$ cat src/rtl/tone_mix_pwm.sv
// Mixes NCH synchronised tone bits, each weighted by a 4-bit volume, into a per-frame PWM level.
// Define TONE_MIX_NOISE_EN to add an LFSR noise channel with its own volume (nvol, written via NSEL).
module tone_mix_pwm #(
  parameter int NCH      = 3,
  parameter int PWM_BITS = 6
) (
  input  logic                CLK,
  input  logic                RST_C,
  input  logic [3:0]          DIN,
  input  logic [NCH-1:0]      VSEL,
  input  logic                NSEL,
  input  logic                MUTE,
  input  logic [NCH-1:0]      TONE_IN,
  output logic                PWM_OUT,
  output logic [PWM_BITS-1:0] LEVEL,
  output logic                FRAME
);

  localparam int SUM_W = (PWM_BITS > 7) ? PWM_BITS : 7;
  localparam logic [PWM_BITS-1:0] CNT_MAX = '1;
  localparam logic [SUM_W-1:0]    SAT_MAX = SUM_W'(CNT_MAX);

  if (NCH < 1 || NCH > 4) begin : g_bad_nch
    $fatal(1, "tone_mix_pwm: NCH must be in 1..4");
  end

  logic [NCH-1:0]      ts_meta_q, ts_q;
  logic [3:0]          vol_q [NCH];
  logic [3:0]          vol_d [NCH];
  logic [PWM_BITS-1:0] cnt_q, cnt_d;
  logic [PWM_BITS-1:0] level_q, level_d;
  logic                pwm_q, pwm_d;
  logic                frame_q, frame_d;
  logic [3:0]          noise_term;
  logic [SUM_W-1:0]    sum;
  logic [PWM_BITS-1:0] sat_lvl;

  always_ff @(posedge CLK) begin
    if (!RST_C) begin
      ts_meta_q <= '0;
      ts_q      <= '0;
    end else begin
      ts_meta_q <= TONE_IN;
      ts_q      <= ts_meta_q;
    end
  end

  always_comb begin
    for (int i = 0; i < NCH; i++) begin
      vol_d[i] = VSEL[i] ? DIN : vol_q[i];
    end
  end

  always_ff @(posedge CLK) begin
    for (int i = 0; i < NCH; i++) begin
      if (!RST_C) vol_q[i] <= '0;
      else        vol_q[i] <= vol_d[i];
    end
  end

`ifdef TONE_MIX_NOISE_EN
  logic [14:0] lfsr_q, lfsr_d;
  logic [3:0]  nvol_q, nvol_d;
  logic        ts_last_q;

  // Right-shifting form of x^15+x^14+1: output bit 0, feedback into bit 14.
  always_comb begin
    lfsr_d = lfsr_q;
    if (ts_q[NCH-1] && !ts_last_q) begin
      lfsr_d = {lfsr_q[1] ^ lfsr_q[0], lfsr_q[14:1]};
    end
    nvol_d = NSEL ? DIN : nvol_q;
  end

  always_ff @(posedge CLK) begin
    if (!RST_C) begin
      lfsr_q    <= 15'h4000;
      nvol_q    <= '0;
      ts_last_q <= 1'b0;
    end else begin
      lfsr_q    <= lfsr_d;
      nvol_q    <= nvol_d;
      ts_last_q <= ts_q[NCH-1];
    end
  end

  assign noise_term = lfsr_q[0] ? nvol_q : 4'd0;
`else
  logic unused_nsel;
  assign unused_nsel = NSEL;
  assign noise_term  = 4'd0;
`endif

  always_comb begin
    sum = SUM_W'(noise_term);
    for (int i = 0; i < NCH; i++) begin
      if (ts_q[i]) sum = sum + SUM_W'(vol_q[i]);
    end
    sat_lvl = (sum > SAT_MAX) ? CNT_MAX : sum[PWM_BITS-1:0];
  end

  // Level is only sampled at the frame boundary so a frame never glitches.
  always_comb begin
    cnt_d   = cnt_q + PWM_BITS'(1);
    frame_d = 1'b0;
    level_d = level_q;
    if (cnt_q == CNT_MAX) begin
      cnt_d   = '0;
      frame_d = 1'b1;
      level_d = MUTE ? '0 : sat_lvl;
    end
    pwm_d = (cnt_q < level_q);
  end

  always_ff @(posedge CLK) begin
    if (!RST_C) begin
      cnt_q   <= '0;
      level_q <= '0;
      pwm_q   <= 1'b0;
      frame_q <= 1'b0;
    end else begin
      cnt_q   <= cnt_d;
      level_q <= level_d;
      pwm_q   <= pwm_d;
      frame_q <= frame_d;
    end
  end

  assign PWM_OUT = pwm_q;
  assign LEVEL   = level_q;
  assign FRAME   = frame_q;

endmodule

$ cat config.mk
export PLATFORM = sky130hd
export DESIGN_NAME = tone_mix_pwm
export DESIGN_NICKNAME = d
export VERILOG_FILES = /design/src/rtl/tone_mix_pwm.sv
export SDC_FILE = /design/constraint.sdc
export NUM_CORES = 1
export LEC_CHECK = 0
export CORE_ASPECT_RATIO = 1.4
export CORE_MARGIN = 5
export CORE_UTILIZATION = 45
export CTS_BUF_LIST = sky130_fd_sc_hd__clkbuf_4 sky130_fd_sc_hd__clkbuf_8 sky130_fd_sc_hd__clkbuf_16
export CTS_CLUSTER_DIAMETER = 60
export CTS_CLUSTER_SIZE = 28
export DETAILED_ROUTE_END_ITERATION = 7
export PLACE_DENSITY = 0.7
export SYNTH_ARGS = -nofsm -noshare
export SYNTH_HDL_FRONTEND = slang
export SYNTH_SLANG_ARGS = --single-unit
$ cat constraint.sdc
create_clock -name CLK -period 2.4 [get_ports CLK]
set_input_delay 0.48 -clock CLK [delete_from_list [all_inputs] [get_ports CLK]]
set_output_delay 0.48 -clock CLK [all_outputs]
set_load 0.01 [all_outputs]
Word-level counts from Yosys, hierarchy flattened
Memories as Yosys holds them, arrays and structs flattened.
Cells that the tools add are included.
{"block": "classes", "add_sub_neg": 3, "multipliers": 0, "div": 0, "n_lt_le_gt_ge": 2, "eq_ne": 1, "shift": 0, "n_mux": 14, "bitwise": 4, "n_reduce_logical": 1}
{"cell": "4-bit two-way mux", "n": 7}
{"cell": "7-bit by 4-bit adder with 7-bit output", "n": 2}
{"cell": "7-bit two-way mux", "n": 2}
{"cell": "6-bit two-way mux", "n": 2}
{"cell": "7-bit by 6-bit > comparator with 1-bit output (second input constant)", "n": 1}
{"cell": "6-bit by 1-bit adder with 6-bit output (second input constant)", "n": 1}
{"cell": "6-bit == test (second input constant)", "n": 1}
{"cell": "6-bit less-than comparator", "n": 1}
{"cell": "1-bit two-way mux", "n": 3}
{"cell": "1-bit OR", "n": 3}
{"cell": "2-bit OR reduction", "n": 1}
{"cell": "1-bit NOT", "n": 1}
{"block": "totals", "regBits": 20, "latch_bits": 0, "mem_bits_rw": 12, "rom_bits": 0, "input_bits": 14, "output_inout_bits": 8, "wordCells": 32, "memories": 1}
{"name": "vol_q", "words": 3, "width": 4, "read_ports": 3, "rd_ports_with_merged_regs": 0, "write_ports": 3, "line": "28", "rtl": "logic [3:0] vol_q [NCH];"}

Logic depth before layout (Yosys ltp)
Gate-level depths: netlist of the first run.
An unclocked memory read counts as a cell.
{"block": "logic_depth", "word_depth": 9, "mapped_depth": 14, "mapped_depth_nobuf": 14}

Least setup slack after synthesis of the first run
OpenSTA, ideal clock, no wires.
{"block": "synth_timing", "kind": "register to register", "from": "register ts_q[0]", "to": "register level_q[4], in the netlist LEVEL[4]", "setup_ns": 0.125, "arrival_time_ns": 2.416, "required_time_ns": 2.275, "setup_slack_ns": -0.141, "path_stages_with_launch": 15, "n_path_buf": 0, "period_less_slack_ns": 2.541, "path_cell_list": "dfxtp_1 -> nand2_1 -> inv_1 -> ha_1 -> inv_1 -> fa_1 -> xnor2_1 -> nand2_1 -> xor2_1 -> ha_1 -> nor2b_1 -> o21a_1 -> o21ai_0 -> xor2_1 -> o22ai_1"}
{"block": "synth_via", "elab_chain_len": 8}
{"item": "from (decl)", "line": "27", "rtl": "logic [NCH-1:0] ts_meta_q, ts_q;"}
{"item": "from (signal assigned)", "line": "44", "rtl": "ts_q <= ts_meta_q;"}
{"item": "4-bit two-way mux *", "line": "97", "rtl": "if (ts_q[i]) sum = sum + SUM_W'(vol_q[i]);"}
{"item": "7-bit by 4-bit adder with 7-bit output", "line": "97"}
{"item": "7-bit two-way mux *", "line": "97"}
{"item": "7-bit by 4-bit adder with 7-bit output", "line": "97"}
{"item": "7-bit two-way mux *", "line": "97"}
{"item": "7-bit by 6-bit > comparator with 1-bit output", "line": "99", "rtl": "sat_lvl = (sum > SAT_MAX) ? CNT_MAX : sum[PWM_BITS-1:0];"}
{"item": "6-bit two-way mux *", "line": "99"}
{"item": "6-bit two-way mux *", "line": "110", "rtl": "level_d = MUTE ? '0 : sat_lvl;"}
{"item": "to (signal assigned)", "line": "123", "rtl": "level_q <= level_d;"}
{"item": "to (decl)", "line": "31", "rtl": "logic [PWM_BITS-1:0] level_q, level_d;"}
Every way passes the cells marked *; elsewhere a longest branch is shown, timed or not.
A chain may end at the register's enable or synchronous reset.

Worst setup path in the final report of the first run
Ends and elaborated chain as after synthesis.

==> run metrics, run 1 <==
period utilization=105%; WL/cell=13.7 um; synth-to-layout area growth=31.5%; drt total wl=3240 um; predominant post-synthesis flop cell=dfxtp_1; first-pass GRT wire length=approximately 5500 um; P_int=932 uW; Seq/Total Area, Yosys=roughly 40%; drt initial violations=24; Logic pwr share=10.2%; CTS Buf Count=5; Hold Fails Final Rpt=0; Final Skew=0.00772 ns; fmax=395 MHz; # setup viols final=3; vias in the first global route=about 1200; met3 Use GR=4.45%; CTS Sinks=32; Async S/R FF share, synth=0%; Sw Ratio=around 22%; setup TNS=-0.352 ns; proportion of power drawn by the clock network=a little over two fifths; Slew headroom=about 77%; Tightest Pin Transition=~0.35 ns; Post-synth EDFFs=0; Yosys warnings=0; netlist area before placement=1620 um^2; Port Buf Inserts=20; Syn Inst Count=roughly 160; DRT antenna net count=0; synthesized area per cell=9.85 um^2; top cells by area, synth=dfxtp_1 40%, ha_1 10%, mux2i_1 8.7%; Yosys cell types=37; die area=4900 um^2; total of max-cap violations=0; crit end category=flop; final worst setup slack=-0.129 ns; violated checks=negative setup slack; crit path kind=flop to flop; Arr. time, crit path=between 2 and 3 ns; DR pass1 iterations=4; Die Wd=around 61 um; number of diodes=0; Yosys top cell by area=dfxtp_1; GR peak layer=met2; Post-DP HPWL=2420 um; Syn Nets=193; Worst EP required=2.56 ns; Hold Crit Class=flop to flop; startpoint types=flop; final critical-path required period=approximately 2.5 ns; drt drc=0; status=finished with violations; clk buf depth=2; met1 usage=between 15 and 20%; Rows=25; htree depth=2; largest net degree at the start of global routing=26; Clock Latency Late Sink=0.28 ns; I/O Pins=22; global placer's final weighted congestion=0.790; Seq pwr share=approximately 48%; Switch Pwr=266 uW; CP max FO=4; Nets=about 220; vias per inst=around 5.1; All-Layer GR Usage=approximately 15%; Peak supply drop=just over 0.5 mV; initial antenna violation count=0; RSZ-0062 raised after global routing=yes; Root Buffer=clkbuf_8; vias=between 1000 and 1500; Reg clk slew, reported paths=0.06 ns; die height=80.9 um; CTS tree=done; Core Footprint=about 3400 um^2; Synth top area share=39.7%; PD cells=564 nW/um^2; Max Slew Vio Count=0; Starting Density=47.4%; global route total overflow=0; share of cells above drive strength 1=23.5%; worst hold slack=0.434 ns; leakage=0.927 nW; R2R Setup Slk=-0.13 ns; number of synthesized register bits=32; met2 Resource Use GR=27.2%
==> worst paths after layout <==
check | to | start | depth (start not counted)
worst max-delay path | LEVEL[4]$_SDFFE_PN0P_ | ts_q[0]$_SDFF_PN0_ | 14
worst min-delay path | ts_q[1]$_SDFF_PN0_ | ts_meta_q[1]$_SDFF_PN0_ | 1
worst max register to register | LEVEL[4]$_SDFFE_PN0P_ | ts_q[0]$_SDFF_PN0_ | 14
worst min register to register | ts_q[1]$_SDFF_PN0_ | ts_meta_q[1]$_SDFF_PN0_ | 1
==> cells in the final DEF (no fill, tap or decap), drive strengths merged, types with 2 or more instances in the layout <==
cell type and instances:
and3 4, nor2 5, clkdlybuf4s50 20, and2 11
nand3b 2, clkbuf 5, o22ai 3, nand2 8
ha 13, dfxtp 32, o21ai 4, xnor2 4
nand3 2, nor2b 13, fa 2, inv 13
mux2i 14, xor2 6, buf 11, a21o 5
a21oi 4
==> power by group through the flow <==
| stage | sequential, mW | combinational (mW) | clock, mW |
|---|---|---|---|
| 3_3_place_gp | 0.581 | 0.110 | 0 |
| 3_5_place_dp | 0.581 | 0.114 | 0 |
| 6_report | 0.572 | 0.123 | 0.503 |
| 2_1_floorplan | 0.576 | 0.0742 | 0 |
| 4_1_cts | 0.570 | 0.119 | 0.525 |
| 5_1_grt | 0.575 | 0.136 | 0.542 |
==> kinds of logic after synthesis <==
group | synth area share (%)
AND/OR/NAND/NOR | 17.7
AO/OA/AOI/OAI | 9.92
buffers and inverters | 4.72
multiplexers | 9.37
adder cells (fa/ha/maj) | 13.2
XOR/XNOR | 5.42
flip-flops | 39.7
==> timing repair <==
item / 4_1_cts / 5_1_grt
gates cloned: 0 / 0
setup buffers: 4 / 3
pin swaps: 8 / 11
endpoints found under the setup margin: 4 / 4
hold buffers: 0 / 0
gates resized for setup: 10 / 10
==> layout make-up <==
type | instances | area (um^2)
well taps | 40 | 50.0
clock inverters | 3 | 42.5
clock buffers | 5 | 68.8
flip-flops and latches | 32 | 646
fillers | 281 | 1280
inverters | 13 | 48.8
multi-input cells | 112 | 982
repair buffers | 31 | 287
==> critical path: stages (launching register included) <==
cell,delay (ns)
dfxtp_4,0.38
nand2_4,0.06
inv_2,0.06
ha_4,0.13
inv_2,0.03
fa_2,0.36
xnor2_2,0.13
nand2_1,0.10
xor2_2,0.26
ha_4,0.25
nor2b_1,0.13
o21a_1,0.17
o21ai_2,0.12
xor2_1,0.16
o22ai_1,0.08
==> metal layers <==
layer,wire length (um),vias up
met3,157,5
met1,1260,576
met2,1780,25
met4,39,0
met5,0,-
li1,-,609
==> Yosys cell counts, types with 3 or more instances <==
master	count
a21o_1	5
a21oi_1	3
and2_1	10
and3_1	3
clkbuf_1	6
dfxtp_1	32
ha_1	13
inv_1	13
mux2i_1	14
nand2_1	7
nor2_1	5
nor2b_1	13
o21ai_0	4
o22ai_1	3
xnor2_1	4
xor2_1	6
==> flip-flops by register name, summed over array words and instances (netlist names) <==
register   flops
vol_q         12
FRAME          1
ts_q           3
cnt_q          6
PWM_OUT        1
ts_meta_q      3
LEVEL          6
==> per-stage QoR <==
| stage | total power, mW | utilization (%) | setup WS (ns) | instances | cell area (um^2) |
|---|---|---|---|---|---|
| CTS | 1.21 | 60.1 | -0.140 | 233 | 2050 |
| global placement | 0.691 | 55.2 | -0.156 | 222 | 1880 |
| detailed placement | 0.696 | 55.2 | -0.178 | 222 | 1880 |
| global route | 1.25 | 62.3 | -0.226 | 236 | 2120 |
| floorplan | 0.650 | - | -0.00319 | 164 | 1620 |
| finish | 1.20 | 62.3 | -0.129 | 236 | 2120 |
Note: power is estimated with default switching activity, not from simulation.
==> run 2: changes to the inputs <==
--- a/config.mk
+++ b/config.mk
@@ -7,12 +7,13 @@
 export LEC_CHECK = 0
 export CORE_ASPECT_RATIO = 1.4
 export CORE_MARGIN = 5
-export CORE_UTILIZATION = 45
+export CORE_UTILIZATION = 48
 export CTS_BUF_LIST = sky130_fd_sc_hd__clkbuf_4 sky130_fd_sc_hd__clkbuf_8 sky130_fd_sc_hd__clkbuf_16
 export CTS_CLUSTER_DIAMETER = 60
 export CTS_CLUSTER_SIZE = 28
 export DETAILED_ROUTE_END_ITERATION = 7
-export PLACE_DENSITY = 0.7
+export PLACE_DENSITY = 0.74
+export SLEW_MARGIN = 20
 export SYNTH_ARGS = -nofsm -noshare
 export SYNTH_HDL_FRONTEND = slang
 export SYNTH_SLANG_ARGS = --single-unit
==> run 2 against run 1 <==
  * The run still ends with negative setup slack left
  * Count of clock-buffer cells in the layout is 2 higher
  * Routed wire length is 4.0% higher
  * Worst setup slack worse by 0.022 ns
  * Critical path depth stayed put
  * Clock skew is 0.0024 ns lower
  * Worst hold slack better by 0.0039 ns
  * Die area is 5.4% lower
  * Total power is 4.9% higher
  * Cell count is 0.85% lower
  * Largest cell class unchanged
  * Largest power group unchanged
  * Highest routed layer unchanged
==> run metrics, run 2 (same netlist as run 1, synthesis figures left out) <==
R2R cell count=14 (unchanged); clk buf depth=2 (unchanged); final worst setup slack=-0.151 ns (-0.0224 ns); vias=1230 (+1.2%); number of flip-flops in the largest register=12 (unchanged); DRT antenna net count=0 (unchanged); Rows=25 (unchanged); Finished Layout Cells=234 (-0.85%); number of diodes=0 (unchanged); Arr. time, crit path=2.71 ns (+0.02 ns); WL/cell=14.4 um (+4.9%); drt initial violations=10 (-58%); Switch Pwr=265 uW (-0.21%); largest net degree at the start of global routing=22 (-15%); setup TNS=-0.477 ns (-0.125 ns); Worst EP required=2.56 ns (about the same); startpoint types=flop; Cell Count Post-Placement=222 (unchanged); leakage=0.914 nW (-1.5%); DR pass1 iterations=4 (unchanged); crit path kind=flop to flop; htree depth=2 (unchanged); fin area=2130 um^2 (+0.29%); Placed Area=1880 um^2 (unchanged); crit-path cells=nand2_4 > inv_2 > ha_4 > inv_2 > fa_2 > xnor2_2 > nand2_1 > xor2_2 > ha_4 > nor2b_1 > o21a_1 > o21ai_2 > xor2_1 > o22ai_1; period utilization=106% (+0.93 points); Reg clk slew, reported paths=0.06 ns (about the same); Fillers=267 (-5.0%); vias in the first global route=1230 (-0.97%); leading cell type in the layout, fill and taps excluded=dfxtp_1; I/O Pins=22 (unchanged); Hold Crit Class=flop to flop; CP max FO=4 (unchanged); die height=78.6 um (-2.8%); Starting Density=48.7% (+1.3 points); Seq pwr share=45.6% (-2.2 points); RSZ-0062 raised after global routing=yes; final critical-path required period=2.55 ns (+0.0224 ns); Post-DP HPWL=2410 um (-0.38%); Critical Path Stages=14 (unchanged); Slew headroom=74.1% (-2.8 points); crit end category=flop; synth-to-layout area growth=31.9%; Tightest Pin Transition=0.388 ns (+0.0415 ns); global route total overflow=0 (unchanged); Root Buffer=clkbuf_8; Max stage delay cell, worst path=fa_2; vias per inst=5.26 (+2.1%); # setup viols final=4 (+1); Nets=222 (-0.89%); Hold Fails Final Rpt=0 (unchanged); violated checks=negative setup slack; Final Skew=0.00536 ns (-0.00236 ns); Biggest register=vol_q; fmax=392 MHz (-0.88%); All-Layer GR Usage=15.8% (+0.73 points); Die Wd=59.0 um (-2.7%); CP bufs+invs=2 (unchanged); status=finished with violations; CTS Sinks=32 (unchanged); Max Slew Vio Count=0 (unchanged); CTS tree=done; drt total wl=3370 um (+4.0%); proportion of power drawn by the clock network=44.6% (+2.6 points); WHS Path Cells=1 (unchanged); Post-CTS Hold Fix Bufs=0 (unchanged); Core Footprint=3320 um^2 (-2.8%); Crit path max-delay family=adder cells; Port Buf Inserts=20 (unchanged); Peak supply drop=0.559 mV (+10%); share of cells above drive strength 1=22.2% (-1.3 points); die area=4640 um^2 (-5.4%); Sw Ratio=21.1% (-1.1 points); Tot Pwr=1.26 mW (+4.9%); P_int=992 uW (+6.4%); initial antenna violation count=0 (unchanged); drt drc=0 (unchanged); commonest non-fill, non-tap cells in the layout=30 x dfxtp_1, 20 x clkdlybuf4s50_1, 13 x mux2i_1, 13 x nor2b_1, 11 x inv_1; total of max-cap violations=0 (unchanged); CTS Buf Count=5 (unchanged); PD cells=590 nW/um^2 (+4.6%); first-pass GRT wire length=5400 um (-2.1%); Max stage delay on crit path=0.41 ns (+0.03 ns); Logic pwr share=9.8% (-0.4 points); Clock Latency Late Sink=0.29 ns (about the same); global placer's final weighted congestion=0.818 (+3.5%)
[run 2: worst register-to-register path: cells and delay by family, from the launching register on]
kind	cells	cell delay, ns
fa+ha+maj	3	0.78
xor+xnor	3	0.53
flops	1	0.38
compound gates	3	0.37
simple gates	3	0.30
buf+inv	2	0.10
[run 2: cell type report]
type,count,area (um^2),area share [%]
clock buffer,7,96.3,4.52
sequential,32,646,30.3
clock inverter,1,30.0,1.41
tap,40,50.0,2.35
multi-input combinational,112,992,46.6
inverter,13,48.8,2.29
timing repair buffer,29,268,12.6
[run 2: worst paths after layout]
kind / start / slack (ns) / endpoint
max: ts_q[0]$_SDFF_PN0_ / -0.15 / LEVEL[4]$_SDFFE_PN0P_
min: ts_meta_q[1]$_SDFF_PN0_ / 0.44 / ts_q[1]$_SDFF_PN0_
max reg2reg: ts_q[0]$_SDFF_PN0_ / -0.15 / LEVEL[4]$_SDFFE_PN0P_
min reg2reg: ts_meta_q[1]$_SDFF_PN0_ / 0.44 / ts_q[1]$_SDFF_PN0_
[run 2: metrics by stage]
stage          hold WS [ns]  setup slack [ns]  utilization [%]
2_1_floorplan         0.412          -0.00319                -
3_3_place_gp          0.417            -0.150             56.8
3_5_place_dp          0.424            -0.176             56.8
4_1_cts               0.439            -0.135             62.6
5_1_grt               0.451            -0.292             64.3
6_report              0.437            -0.151             64.3
[run 2: timing repair]
item	CTS	global route
buffers inserted	3	1
pin swaps	4	8
endpoints found under the setup margin	5	5
resized for setup	11	8
[run 2: power groups by stage]
stage	Clock [mW]	Combinational (mW)	Sequential (mW)
after floorplan	0	0.0742	0.576
after global placement	0	0.109	0.581
after detailed placement	0	0.114	0.582
after CTS	0.574	0.121	0.572
after global routing	0.597	0.136	0.576
final	0.560	0.123	0.574
[run 2: routing by layer]
| layer | GRT usage, % | part of all wire, % | vias up |
|---|---|---|---|
| met5 | 0 | 0 | - |
| met4 | 8.16 | 3.3 | 0 |
| met3 | 4.61 | 4.4 | 12 |
| met2 | 29.9 | 56 | 29 |
| met1 | 14.6 | 36 | 584 |
| li1 | - | - | 605 |
